File: config.mk
export PLATFORM = sky130hd
export DESIGN_NAME = score_keeper
export DESIGN_NICKNAME = d
export VERILOG_FILES = /design/src/rtl/score_keeper.sv
export SDC_FILE = /design/constraint.sdc
export NUM_CORES = 1
export LEC_CHECK = 0
export ABC_AREA = 1
export BUFFER_PORTS_ARGS = -buffer_cell sky130_fd_sc_hd__buf_2
export CORE_MARGIN = 3
export CORE_UTILIZATION = 40
export DETAILED_ROUTE_END_ITERATION = 8
export GPL_TIMING_DRIVEN = 0
export PLACE_DENSITY = 0.58
export SLEW_MARGIN = 20
export SYNTH_ARGS = -nofsm -noshare
export SYNTH_HDL_FRONTEND = slang
export SYNTH_SLANG_ARGS = --single-unit
File: constraint.sdc
create_clock -name clk -period 1.6 [get_ports clk]
set_clock_uncertainty 0.05 [all_clocks]
set_input_delay 0.24 -clock clk [delete_from_list [all_inputs] [get_ports clk]]
set_output_delay 0.24 -clock clk [all_outputs]
set_load 0.1 [all_outputs]
File: src/rtl/score_keeper.sv
// ---------------------------------------------------------------------------
// score_keeper
//   Game score / lives tracker with a three-state game FSM (IDLE, PLAY, OVER).
//   start, hit and miss are level inputs; each goes through a one-flop rising
//   edge detector, so a held level counts as a single event. The score is
//   kept twice: as a binary count and as a BCD counter updated in lock-step,
//   so the 7-segment stage gets its digits without a divider.
//
//   Optional feature (macro SCORE_KEEPER_HIGH_SCORE_EN):
//     defined   -> best holds max(best, final score), captured on PLAY->OVER;
//                  only reset clears it.
//     undefined -> best is tied to 0 and no best register exists.
//
// Parameters
//   MAX_SCORE    score saturation ceiling (1..99)
//   START_LIVES  lives loaded when a game starts (1..3)
//
// Ports
//   clk        in   system clock, rising edge
//   reset      in   synchronous, active-high reset
//   start      in   level; rising edge starts a new game (from IDLE or OVER)
//   hit        in   level; rising edge scores one point while playing
//   miss       in   level; rising edge loses one life while playing
//   score      out  [6:0] binary score, 0..MAX_SCORE
//   score_bcd  out  [7:0] {tens, units} BCD digits of score
//   lives      out  [1:0] remaining lives
//   playing    out  high in PLAY
//   game_over  out  high in OVER
//   best       out  [6:0] best final score (0 when the feature is disabled)
// ---------------------------------------------------------------------------
module score_keeper #(
    parameter int MAX_SCORE   = 99,
    parameter int START_LIVES = 3
) (
    input  logic       clk,
    input  logic       reset,
    input  logic       start,
    input  logic       hit,
    input  logic       miss,
    output logic [6:0] score,
    output logic [7:0] score_bcd,
    output logic [1:0] lives,
    output logic       playing,
    output logic       game_over,
    output logic [6:0] best
);

    localparam logic [6:0] MAX_S   = 7'(MAX_SCORE);
    localparam logic [1:0] START_L = 2'(START_LIVES);

    typedef enum logic [1:0] {
        IDLE = 2'd0,
        PLAY = 2'd1,
        OVER = 2'd2
    } state_t;

    state_t     state, state_nxt;
    logic [6:0] score_nxt;
    logic [7:0] bcd_nxt;
    logic [1:0] lives_nxt;

    // Edge-detector history. Cleared by reset, so an input held high across
    // reset release is seen as a fresh rising edge on the first edge after.
    logic start_prev, hit_prev, miss_prev;
    logic start_ev, hit_ev, miss_ev;

    assign start_ev = start & ~start_prev;
    assign hit_ev   = hit   & ~hit_prev;
    assign miss_ev  = miss  & ~miss_prev;

    always_ff @(posedge clk) begin
        if (reset) begin
            start_prev <= 1'b0;
            hit_prev   <= 1'b0;
            miss_prev  <= 1'b0;
        end else begin
            start_prev <= start;
            hit_prev   <= hit;
            miss_prev  <= miss;
        end
    end

    // Next-state and datapath. Hit and miss are evaluated independently so a
    // simultaneous pair applies both, even when the miss ends the game.
    always_comb begin
        state_nxt = state;
        score_nxt = score;
        bcd_nxt   = score_bcd;
        lives_nxt = lives;
        case (state)
            IDLE, OVER: begin
                if (start_ev) begin
                    state_nxt = PLAY;
                    score_nxt = 7'd0;
                    bcd_nxt   = 8'h00;
                    lives_nxt = START_L;
                end
            end
            PLAY: begin
                if (hit_ev && (score != MAX_S)) begin
                    score_nxt = score + 7'd1;
                    // BCD increment: units wrap 9->0 and carry into tens.
                    if (score_bcd[3:0] == 4'd9) begin
                        bcd_nxt[3:0] = 4'd0;
                        bcd_nxt[7:4] = score_bcd[7:4] + 4'd1;
                    end else begin
                        bcd_nxt[3:0] = score_bcd[3:0] + 4'd1;
                    end
                end
                if (miss_ev) begin
                    lives_nxt = lives - 2'd1;
                    if (lives == 2'd1) begin
                        state_nxt = OVER;
                    end
                end
            end
            default: state_nxt = IDLE;
        endcase
    end

    always_ff @(posedge clk) begin
        if (reset) begin
            state     <= IDLE;
            score     <= 7'd0;
            score_bcd <= 8'h00;
            lives     <= 2'd0;
        end else begin
            state     <= state_nxt;
            score     <= score_nxt;
            score_bcd <= bcd_nxt;
            lives     <= lives_nxt;
        end
    end

    assign playing   = (state == PLAY);
    assign game_over = (state == OVER);

`ifdef SCORE_KEEPER_HIGH_SCORE_EN
    // Capture uses score_nxt so a hit landing with the final miss counts.
    logic [6:0] best_q;

    always_ff @(posedge clk) begin
        if (reset) begin
            best_q <= 7'd0;
        end else if ((state == PLAY) && (state_nxt == OVER) && (score_nxt > best_q)) begin
            best_q <= score_nxt;
        end
    end

    assign best = best_q;
`else
    assign best = 7'd0;
`endif

endmodule

==> impl_metrics.csv <==
group,metric,value,unit
run_status,outcome,"finished, final reports clean",
critical_path,cp.arrival,1260,ps
synthesis,syn_area,0.00130,sq mm
synthesis,yosysMostFrequentCell,"nand2_1",
critical_path,critical_path_peak_fanout,3,
route,route.vias.total,1270,
critical_path,start_kind,"flop",
sta,rsz0062_at_grt,"false",
synthesis,syn_avg_cell_area,6.84,sq um
layout,drive_above_1_share,36.9,%
clocking,cts_tree,"built",
floorplanning,fp.dieH,63.0,um
floorplanning,ios,31,
sta,fmax,0.647,GHz
synthesis,synth_top_area_cell,"dfxtp_1",
synthesis,synth_area_leaders,"dfxtp_1 (34%), nand2_1 (12%), nor2_1 (7.8%), nand3_1 (7.3%), inv_1 (5.5%)",
critical_path,cp-end-kind,"output port",
power_and_ir_drop,vdd.ir_drop.worst,0.000599,V
floorplanning,die-area,0.00397,sq mm
grt,antenna_found_initial,0,
floorplanning,fp.dieW,63.0,um
layout,fin_nets,236,
grt,grt_max_degree,13,
clocking,cts_num_sinks,22,
sta,min_period,1550,ps
grt,grtUsageTotal,16.0,%
route,dr.pass1.iters,4,
clocking,root_buffer,"clkbuf_4",
sta,holdWs,67.5,ps
synthesis,yosysSeqAreaShare,33.9,%
placement,placed_area,0.00158,sq mm
clocking,insertion_delay,320,ps
placement,gp_congestion,0.825,
placement,place_hpwl,2210,um
sta,setup_violations,0,
clocking,holdBufCountCts,0,
sta,fin_tns_setup,0,ps
clocking,htree_levels,1,
power_and_ir_drop,leakage,0.000764,uW
clocking,numCtsBuffers,3,
grt,grt_pass1_vias,1183,
synthesis,async_flop_share,0,%
flow_run,max_cap_violations,0,
sta,drv_slew,0,
route,first_iter_violations,41,
synthesis,syn_inst,190,
clocking,clk_path_buf_depth,2,
clocking,clk_pin_slew,130,ps
synthesis,ys.flop_type,"dfxtp_1",
min_path,hold_class,"in -> reg",
synthesis,synth_edf_count,0,
floorplanning,core.rowCount,20,
layout,fin_area,0.00165,sq mm
synthesis,yosysUniqueCellTypes,32,
power_and_ir_drop,p_per_area,974,mW/mm^2
sta,final.period_utilization,96.6,%
grt,grt_pass1_wl,5060,um
layout,n_antenna_cell,0,
layout,area.growth.synth_to_final,27.1,%
synthesis,ys_top_cells_by_count,"nand2_1 (40), nor2_1 (27), dfxtp_1 (22)",
route,wl,2990,um
route,drc_errors,0,
placement,io_buffers,23,
floorplanning,initial_core_util,42.2,%
synthesis,yosysTopAreaCellShare,33.9,%
critical_path,required,1310,ps
synthesis,ys_seq_elements,22,
synthesis,yosys_warnings,0,
sta,final_hold_viol_count,0,
floorplanning,coreArea,0.00308,sq mm
route,via_per_inst,4.72,
route,ant_nets,0,
route,avgRoutedWirePerCell,11.1,um
grt,gr-total-overflow,0,
critical_path,path_class,"reg -> out",
-- placed cells by master (no fill, tap or decap), types with 3 or more instances in the layout --
master,n
dfxtp_4,4
dfxtp_1,5
dfxtp_2,13
buf_4,10
a21oi_1,9
clkbuf_4,4
nand3_2,8
nand3_1,14
inv_1,19
nand2_1,39
inv_2,3
nor2_1,26
ha_1,4
buf_2,21
conb_1,7
a21oi_2,3
-- layer usage --
metal,track usage [%],share of wire [%]
met2,27.0,49
met5,0,0
met3,3.78,4.0
met4,7.71,1.3
met1,18.9,46
-- stage by stage --
stage               std cells  total power [uW]  utilization (%)  setup WS, ps
global placement          263              1320             51.2          75.8
finish                    269              1610             53.6          54.6
detailed placement        263              1330             51.2          55.3
CTS                       267              1610             52.2          4.55
floorplan                 196              1230                -          -130
global route              269              1700             53.6          13.2
-- area by class of cell --
class                      count  area [sq um]
timing repair buffer          25           141
fill                         324          1430
tap                           44          55.1
sequential                    22           472
inverter                      25          96.3
clock buffer                   4          26.3
buffer                        11          87.6
multi-input combinational    138           772
-- power breakdown --
part / internal [uW] / switching [uW]
Clock: 97.5 / 175
Combinational: 154 / 544
Sequential: 594 / 42.5
Total: 846 / 762
-- worst max-delay path: stages (launching register included) --
cell and delay, ps:
dfxtp_4 400, buf_4 120, buf_2 410
-- path summary, 6_finish.rpt --
check	startpoint	to	slack (ps)	depth (start not counted)
setup / recovery	score[1]	score[1]	50	2
hold / removal	reset	lives[1]	70	2
setup reg to reg	score[1]	score_bcd[7]	150	10
hold reg to reg	lives[1]	lives[1]	450	2
-- logic make-up (layout without fill, tap and decap cells) --
kind of cell / count (synthesis) / after routing / synth area share (%)
xor+xnor: 1 / 1 / 0.674
other cells: 1 / 7 / 0.289
buf+inv: 36 / 65 / 13.7
compound gates: 21 / 21 / 9.83
simple gates: 104 / 104 / 36.8
fa+ha+maj: 5 / 5 / 4.82
flops: 22 / 22 / 33.9
-- registers in the layout, summed over array words and instances (netlist names) --
name	count
score	7
start_prev	1
hit_prev	1
miss_prev	1
lives	2
state	2
score_bcd	8
-- repair_timing --
action / 4_1_cts / 5_1_grt
setup endpoints to repair: 2 / 16
gates resized for setup: 2 / 6
buffers inserted: 0 / 2
No activity file was read; power rests on OpenSTA's default activity.
